<file path="src/rtl/jam_pkg.sv">
// Shared constants, state encoding and the permutation slice helper for the
// jam_cost_eval slice.
package jam_pkg;

  localparam int unsigned N      = 8;
  localparam int unsigned IDX_W  = 3;
  localparam int unsigned COST_W = 7;
  localparam int unsigned SUM_W  = 10;
  localparam int unsigned CNT_W  = 4;

  localparam logic [SUM_W-1:0] MIN_INIT = 10'h3FF;
  localparam logic [CNT_W-1:0] CNT_MAX  = '1;

  typedef enum logic [2:0] {
    IDLE  = 3'd0,
    FETCH = 3'd1,
    DRAIN = 3'd2,
    CMP   = 3'd3,
    DONE  = 3'd4
  } jam_state_e;

  // Job index assigned to worker k: bits 3k+2:3k of the packed permutation.
  function automatic logic [IDX_W-1:0] perm_slice(input logic [N*IDX_W-1:0] p,
                                                  input logic [IDX_W-1:0]   k);
    return p[IDX_W*k +: IDX_W];
  endfunction

endpackage

</file>
<file path="src/rtl/jam_best_tracker.sv">
// Best-cost tracker: running minimum, match count and run-start flag, plus the
// result snapshot presented on MinCost/MatchCount.
module jam_best_tracker
  import jam_pkg::*;
(
  input  logic             CLK,
  input  logic             RST,
  input  logic             cmp_en,
  input  logic             snap_en,
  input  logic             done_en,
  input  logic [SUM_W-1:0] acc,
  output logic [SUM_W-1:0] min_val,
  output logic             first,
  output logic [SUM_W-1:0] MinCost,
  output logic [CNT_W-1:0] MatchCount
);

  logic [SUM_W-1:0] min_q, min_d;
  logic [CNT_W-1:0] cnt_q, cnt_d;
  logic             first_q, first_d;
  logic [SUM_W-1:0] min_cost_q;
  logic [CNT_W-1:0] match_q;

  // Compare-and-update of the running best, with saturating match count.
  always_comb begin
    min_d   = min_q;
    cnt_d   = cnt_q;
    first_d = first_q;
    if (cmp_en) begin
      if (first_q) begin
        min_d   = acc;
        cnt_d   = CNT_W'(1);
        first_d = 1'b0;
      end else if (acc < min_q) begin
        min_d = acc;
        cnt_d = CNT_W'(1);
      end else if ((acc == min_q) && (cnt_q != CNT_MAX)) begin
        cnt_d = cnt_q + CNT_W'(1);
      end
    end
    // Re-arm for the next run once the result has been presented.
    if (done_en) begin
      first_d = 1'b1;
    end
  end

  // Tracker state registers.
  always_ff @(negedge CLK or negedge RST) begin
    if (!RST) begin
      min_q   <= MIN_INIT;
      cnt_q   <= '0;
      first_q <= 1'b1;
    end else begin
      min_q   <= min_d;
      cnt_q   <= cnt_d;
      first_q <= first_d;
    end
  end

  // Result snapshot, loaded on the edge entering DONE so the values are
  // already valid while the Valid pulse is high; it includes the final compare.
  always_ff @(negedge CLK or negedge RST) begin
    if (!RST) begin
      min_cost_q <= '0;
      match_q    <= '0;
    end else if (snap_en) begin
      min_cost_q <= min_d;
      match_q    <= cnt_d;
    end
  end

  assign min_val    = min_q;
  assign first      = first_q;
  assign MinCost    = min_cost_q;
  assign MatchCount = match_q;

endmodule

</file>
<file path="src/rtl/jam_cost_eval.sv">
// Cost evaluator: fetches the 8 costs of one worker->job assignment, sums them
// and feeds the best-cost tracker. All state updates on the falling CLK edge.
// Optional build macro JAM_EVAL_PRUNE_EN abandons a permutation as soon as its
// partial sum exceeds the current minimum (results unchanged, latency shorter).
module jam_cost_eval
  import jam_pkg::*;
(
  input  logic               CLK,
  input  logic               RST,
  input  logic [N*IDX_W-1:0] perm,
  input  logic               perm_last,
  input  logic               perm_valid,
  output logic               perm_ready,
  output logic [IDX_W-1:0]   W,
  output logic [IDX_W-1:0]   J,
  input  logic [COST_W-1:0]  Cost,
  output logic [SUM_W-1:0]   MinCost,
  output logic [CNT_W-1:0]   MatchCount,
  output logic               Valid
);

  jam_state_e         state_q, state_d;
  logic [IDX_W-1:0]   k_q, k_d;
  logic [SUM_W-1:0]   acc_q, acc_d;
  logic [N*IDX_W-1:0] perm_q, perm_d;
  logic               last_q, last_d;

  logic [SUM_W-1:0]   acc_sum;
  logic [SUM_W-1:0]   min_val;
  logic               first;
  logic               prune_en;
  logic               prune_cand;
  logic               prune;

  // Cost arrives one cycle after its W/J read; no overflow is possible at SUM_W.
  assign acc_sum = acc_q + {{(SUM_W-COST_W){1'b0}}, Cost};

`ifdef JAM_EVAL_PRUNE_EN
  assign prune_en = 1'b1;
`else
  assign prune_en = 1'b0;
`endif

  // Strict '>' keeps equal-cost permutations alive so they are still counted.
  assign prune_cand = !first && (acc_sum > min_val);

  // FSM next state, fetch counter and accumulator.
  always_comb begin
    state_d = state_q;
    k_d     = k_q;
    acc_d   = acc_q;
    perm_d  = perm_q;
    last_d  = last_q;
    prune   = 1'b0;
    unique case (state_q)
      IDLE: begin
        if (perm_valid) begin
          perm_d  = perm;
          last_d  = perm_last;
          acc_d   = '0;
          k_d     = '0;
          state_d = FETCH;
        end
      end
      FETCH: begin
        k_d = k_q + IDX_W'(1);
        // The first FETCH cycle has no returning cost yet.
        if (k_q != '0) begin
          acc_d = acc_sum;
          prune = prune_en && prune_cand;
        end
        if (prune) begin
          state_d = last_q ? DONE : IDLE;
        end else if (k_q == IDX_W'(N-1)) begin
          state_d = DRAIN;
        end
      end
      DRAIN: begin
        acc_d = acc_sum;
        prune = prune_en && prune_cand;
        if (prune) begin
          state_d = last_q ? DONE : IDLE;
        end else begin
          state_d = CMP;
        end
      end
      CMP: begin
        state_d = last_q ? DONE : IDLE;
      end
      DONE: begin
        state_d = IDLE;
      end
      default: begin
        state_d = IDLE;
      end
    endcase
  end

  // FSM and datapath registers; reset aborts any evaluation in flight.
  always_ff @(negedge CLK or negedge RST) begin
    if (!RST) begin
      state_q <= IDLE;
      k_q     <= '0;
      acc_q   <= '0;
      perm_q  <= '0;
      last_q  <= 1'b0;
    end else begin
      state_q <= state_d;
      k_q     <= k_d;
      acc_q   <= acc_d;
      perm_q  <= perm_d;
      last_q  <= last_d;
    end
  end

  jam_best_tracker u_tracker (
    .CLK        (CLK),
    .RST        (RST),
    .cmp_en     (state_q == CMP),
    .snap_en    ((state_d == DONE) && (state_q != DONE)),
    .done_en    (state_q == DONE),
    .acc        (acc_q),
    .min_val    (min_val),
    .first      (first),
    .MinCost    (MinCost),
    .MatchCount (MatchCount)
  );

  assign perm_ready = (state_q == IDLE);
  assign W          = (state_q == FETCH) ? k_q : '0;
  assign J          = (state_q == FETCH) ? perm_slice(perm_q, k_q) : '0;
  assign Valid      = (state_q == DONE);

endmodule

</file>
<file path="config.mk">
export PLATFORM = sky130hd
export DESIGN_NAME = jam_cost_eval
export DESIGN_NICKNAME = d
export VERILOG_FILES = /design/src/rtl/jam_pkg.sv /design/src/rtl/jam_best_tracker.sv /design/src/rtl/jam_cost_eval.sv
export SDC_FILE = /design/constraint.sdc
export NUM_CORES = 1
export LEC_CHECK = 0
export BUFFER_PORTS_ARGS = -buffer_cell sky130_fd_sc_hd__buf_2
export CAP_MARGIN = 25
export CORE_ASPECT_RATIO = 1.2
export CORE_MARGIN = 5
export CORE_UTILIZATION = 57
export CTS_CLUSTER_DIAMETER = 120
export DETAILED_ROUTE_END_ITERATION = 10
export GPL_TIMING_DRIVEN = 0
export PLACE_DENSITY = 0.77
export SETUP_SLACK_MARGIN = 0.02
export SLEW_MARGIN = 30
export SYNTH_ARGS = -nofsm -noshare
export SYNTH_HDL_FRONTEND = slang
export SYNTH_SLANG_ARGS = --single-unit
</file>
<file path="constraint.sdc">
create_clock -name CLK -period 2.6 [get_ports CLK]
set_clock_uncertainty 0.2 [all_clocks]
set_input_delay 0 -clock CLK [delete_from_list [all_inputs] [get_ports CLK]]
set_output_delay 0 -clock CLK [all_outputs]
set_load 0.02 [all_outputs]
</file>
# == After elaboration in Yosys (flattened, before gate mapping) ==
# Index checks and enable logic that the tools add are counted.
# word_totals
register_bits,70
# op_classes
add_sub_neg,3
multipliers,1
n_lt_le_gt_ge,1
n_eq_ne,11
n_shift,1
mux,22
n_reduce_logical,10
# op_table
op,n
2-to-1 mux 10 bit,5
one-hot mux 10 bit (3 select lines),1
variable part select 24 x 6 -> 3 bit,1
2-to-1 mux 3 bit,7
2-to-1 mux 4 bit,4
one-hot mux 3 bit (4 select lines),1
adder 10 x 7 -> 10 bit,1
equality test 10 bit,1
less-than comparator 10 bit,1
equality test 3 bit (second input constant),3
equality test 3 x 2 -> 1 bit (second input constant),2
one-hot mux 3 bit (2 select lines),1
nonzero test 3 bit,2
multiplier 2 x 3 -> 5 bit (first input constant),1
adder 4 x 1 -> 4 bit (second input constant),1
!= test 2 bit (second input constant),2
!= test 4 bit (second input constant),1
AND reduction 2 bit,2
nonzero test 2 bit,2
adder 3 x 1 -> 3 bit (second input constant),1
equality test 3 x 1 -> 1 bit (second input constant),1
zero test 3 bit,1
2-to-1 mux 1 bit,3
!= test 3 bit (second input constant),1
other kinds (2),3

# == Depth between registers and ports, before layout ==
# logic_depth
word_depth,6
mapped_depth,9
depth_no_buf,7

# == Modules after synthesis ==
# Synthesis repeated with hierarchy kept, for this count alone.
# unflattened
cells_unflattened,386
area_unflattened_um2,3751.1
# modules_own_cells
module,n_inst,cells_each,area_each_um2
jam_cost_eval,1,232,2158.3
jam_best_tracker,1,154,1592.8

==> impl_metrics.env <==
export IMPL_detailedRoute_firstPassIterationCount=4
export IMPL_cts_made_buffers=9
export IMPL_via_count=2882
export IMPL_worst_slew_pin_slew_ns=0.705
export IMPL_reg2reg_slack_ns=0.12
export IMPL_drt_wirelength_per_cell_um=16.9
export IMPL_core_region_area_sq_um=6090
export IMPL_drv_slew=0
export IMPL_netSwitchingPower_uw=2580
export IMPL_worst_hold_launch="u_tracker.MatchCount[2]"
export IMPL_initialDrtViolationCount=167
export IMPL_p_leak_uw=0.00220
export IMPL_floorplan_initialDensity_pct=59.2
export IMPL_comb_power_share_pct=54.4
export IMPL_synth_sequential_area_ratio_pct=48.9
export IMPL_max_slew_margin_rel_pct=53.0
export IMPL_routabilityCongestion=0.806
export IMPL_cts_tree="yes"
export IMPL_data_arrival_at_the_endpoint_of_the_critical_path_ns=3.11
export IMPL_insertedDiodeCount=0
export IMPL_io_pins=57
export IMPL_critPathCaptureType="output pin"
export IMPL_synth_distinct_cells=46
export IMPL_placementRows=31
export IMPL_design_final_nets=484
export IMPL_syn_cell_area_sq_um=3610
export IMPL_place_detailed_hpwl_um=5920
export IMPL_worst_hold_path_num_cells=2
export IMPL_grt_total_usage_pct=23.5
export IMPL_synth_top_area_cell="sky130_fd_sc_hd__dfrtn_1"
export IMPL_cts_max_level=3
export IMPL_cts_root_buf="sky130_fd_sc_hd__clkbuf_8"
export IMPL_syn_instance_count=329
export IMPL_syn2layout_area_growth_pct=32.0
export IMPL_worst_hold_path_endpoint="u_tracker.MatchCount[2]"
export IMPL_synth_ff_latch_count=70
export IMPL_fp_dieArea_sq_um=8030
export IMPL_clkLatencyLatePin_ns=0.40
export IMPL_vias_per_cell=5.61
export IMPL_buffer_ports_inserted=56
export IMPL_grt_pass1_wl_um=14600
export IMPL_netlist_top_cells_area="sky130_fd_sc_hd__dfrtn_1 (41%), sky130_fd_sc_hd__dfstp_2 (8.0%), sky130_fd_sc_hd__mux2_2 (7.8%), sky130_fd_sc_hd__ha_1 (7.3%), sky130_fd_sc_hd__mux4_2 (3.7%)"
export IMPL_failed_checks="negative setup slack"
export IMPL_library_cell_with_the_highest_instance_count_after_synthesis="sky130_fd_sc_hd__dfrtn_1"
export IMPL_count_of_flip_flops_with_a_built_in_enable_after_synthesis=0
export IMPL_finalWirelength_um=8690
export IMPL_switching_share_pct=40.8
export IMPL_final_total_negative_setup_slack_ns=-3.88
export IMPL_max_stage_delay_ns=0.53
export IMPL_final_antenna_net_count=0
export IMPL_clkTransAtPathRegs_ns=0.05
export IMPL_r2r_cells=8
export IMPL_total_drc_errors_in_the_routed_layout=0
export IMPL_post_synth_top_area_fraction_pct=40.9
export IMPL_internal_power_uw=3730
export IMPL_drive_above_1_share_pct=41.4
export IMPL_final_hold_violation_count=0
export IMPL_synth_avg_cell_area_sq_um=11.0
export IMPL_timing_rr_start="u_tracker.min_val[4]"
export IMPL_synth_common_cells="sky130_fd_sc_hd__dfrtn_1 (59), sky130_fd_sc_hd__inv_1 (27), sky130_fd_sc_hd__nor2_1 (27)"
export IMPL_total_of_fill_cells_in_the_finished_design=403
export IMPL_outcome="finished, violations left"
export IMPL_setup_worst_path_class="reg2out"
export IMPL_maximum_number_of_pins_on_one_net_before_global_route_repair=52
export IMPL_cap_violations=0
export IMPL_worst_ep_required_ns=2.40
export IMPL_numClockSinks=70
export IMPL_clock_power_share_pct=14.2
export IMPL_synth_fp_nets=386
export IMPL_ys_flop_type="sky130_fd_sc_hd__dfrtn_1"
export IMPL_hold_path_class="reg2reg"
export IMPL_sum_of_internal_switching_and_leakage_power_uw=6310
export IMPL_first_global_vias=3062
export IMPL_die_w_um=82.6
export IMPL_yosysWarnings=0
export IMPL_post_route_util_pct=78.2
export IMPL_initial_antenna_violation_count=0
export IMPL_critPathLaunchType="register"
export IMPL_r2r_end="u_tracker.MatchCount[0]"
export IMPL_place_inst=468
export IMPL_post_synthesis_async_set_or_reset_flop_share_pct=100
export IMPL_crit_slowest_cell="sky130_fd_sc_hd__mux4_2"
export IMPL_clk_path_buf_depth=2
export IMPL_power_per_cell_area_nw_per_um2=1320
export IMPL_critPathMaxFanout=8
export IMPL_final_critical_path_setup_slack_ns=-0.709
export IMPL_buf_inv_stages_crit_path=2
export IMPL_rsz_0062_raised_after_global_routing="yes"
export IMPL_power_sequential_fraction_pct=31.4
export IMPL_die_height_um=97.1
export IMPL_finalSetupViolCount=14
export IMPL_peakVddDrop_mv=0.830
export IMPL_grt_remaining_overflow=0
export IMPL_critical_path_cell_chain="buf_8, mux4_2, mux2i_1, nor2_1, buf_2"
export IMPL_post_layout_nonfiller_instances=514
export IMPL_path_delay_family="multiplexers"
==> placed cells by master, fill, tap and decap left out, types with 3 or more instances in the layout <==
cell and instances:
sky130_fd_sc_hd__mux2_2 25, sky130_fd_sc_hd__mux4_2 6, sky130_fd_sc_hd__o31ai_1 5, sky130_fd_sc_hd__dfstp_2 11
sky130_fd_sc_hd__o21ai_1 9, sky130_fd_sc_hd__a22o_1 5, sky130_fd_sc_hd__nand2_1 14, sky130_fd_sc_hd__a21oi_2 3
sky130_fd_sc_hd__clkbuf_2 3, sky130_fd_sc_hd__buf_2 53, sky130_fd_sc_hd__xor2_1 5, sky130_fd_sc_hd__o31a_1 11
sky130_fd_sc_hd__clkbuf_8 10, sky130_fd_sc_hd__mux2i_1 3, sky130_fd_sc_hd__dfrtn_1 59, sky130_fd_sc_hd__buf_4 19
sky130_fd_sc_hd__a21oi_1 15, sky130_fd_sc_hd__or3_1 3, sky130_fd_sc_hd__ha_4 7, sky130_fd_sc_hd__buf_6 10
sky130_fd_sc_hd__o21ai_0 17, sky130_fd_sc_hd__nor2_1 25, sky130_fd_sc_hd__buf_8 3, sky130_fd_sc_hd__inv_1 37
sky130_fd_sc_hd__nand3_1 4, sky130_fd_sc_hd__ha_1 14, sky130_fd_sc_hd__a21o_1 3
==> worst register-to-register path, stage by stage, from the launching register on <==
cell,delay [ns]
sky130_fd_sc_hd__dfstp_2,0.52
sky130_fd_sc_hd__inv_1,0.04
sky130_fd_sc_hd__ha_1,0.28
sky130_fd_sc_hd__nand4_1,0.25
sky130_fd_sc_hd__a211oi_2,0.26
sky130_fd_sc_hd__o31a_1,0.20
sky130_fd_sc_hd__or2_2,0.15
sky130_fd_sc_hd__buf_2,0.24
sky130_fd_sc_hd__a31oi_1,0.11
==> timing repair <==
item / 4_1_cts / 5_1_grt
hold buffers: 0 / 0
gates cloned: 0 / 0
setup endpoints to repair: 14 / 42
setup buffers: 15 / 9
hold endpoints to repair: 0 / 0
pin swaps: 17 / 12
resized for setup: 38 / 43
==> power by group through the flow <==
stage	clock network, uW	logic, uW	registers [uW]
floorplan	28.4	1960	1970
global placement	28.4	2620	1950
detailed placement	28.4	2720	1980
CTS	910	3140	1970
global route	983	3790	2040
finish	897	3430	1980
==> worst max-delay path by stage <==
stage          startpoint       end  slack (ns)  cells after the start
3_5_place_dp      Cost[0]  acc_q[8]       -0.65                      8
2_1_floorplan     Cost[0]  acc_q[8]       -0.43                      7
3_3_place_gp      Cost[0]  acc_q[8]       -0.64                      8
6_report           k_q[0]      J[0]       -0.71                      5
5_1_grt            k_q[0]      J[2]       -0.78                      5
4_1_cts            k_q[0]      J[0]       -0.73                      5
==> layer usage <==
metal	global-route usage, %	wire [um]	up-vias
met5	0	0	-
met2	38.0	4540	66
met4	8.30	187	0
met1	29.3	3480	1423
met3	7.24	492	16
li1	-	-	1377
==> sequential cells by signal, indices dropped and copies added (netlist names) <==
signal	count
acc_q	10
k_q	3
last_q	1
perm_q	24
state_q	3
u_tracker.MatchCount	4
u_tracker.MinCost	10
u_tracker.cnt_q	4
u_tracker.first	1
u_tracker.min_val	10
==> cell families (layout without fill, tap and decap cells) <==
logic type / Yosys count / count (layout) / synth area share [%]
buffers and inverters: 42 / 145 / 4.58
and+or+nand+nor: 70 / 70 / 9.37
DFF: 70 / 70 / 48.9
AOI/OAI and AO/OA: 84 / 84 / 15.2
xor gates and xnor gates: 6 / 6 / 1.46
adders and majority gates: 22 / 22 / 7.84
muxes: 35 / 35 / 12.7
==> per-stage QoR <==
step	worst slack [ns]	area, sq um	hold WS, ns
2_1_floorplan	-0.428	3650	0.236
6_report	-0.709	4760	0.224
5_1_grt	-0.777	4760	0.257
4_1_cts	-0.730	4620	0.228
3_3_place_gp	-0.641	4030	0.220
3_5_place_dp	-0.652	4060	0.228
==> layout make-up <==
class | instances | area, sq um | share of cell area, %
repair buffers | 78 | 548 | 11.5
clock buffers | 13 | 170 | 3.57
flip-flops and latches | 70 | 1770 | 37.1
multi-input cells | 217 | 1930 | 40.5
inverters | 26 | 97.6 | 2.05
plain buffers | 14 | 91.3 | 1.92
well taps | 82 | 103 | 2.15
clock inverters | 14 | 56.3 | 1.18
No activity file was read; power rests on OpenSTA's default activity.
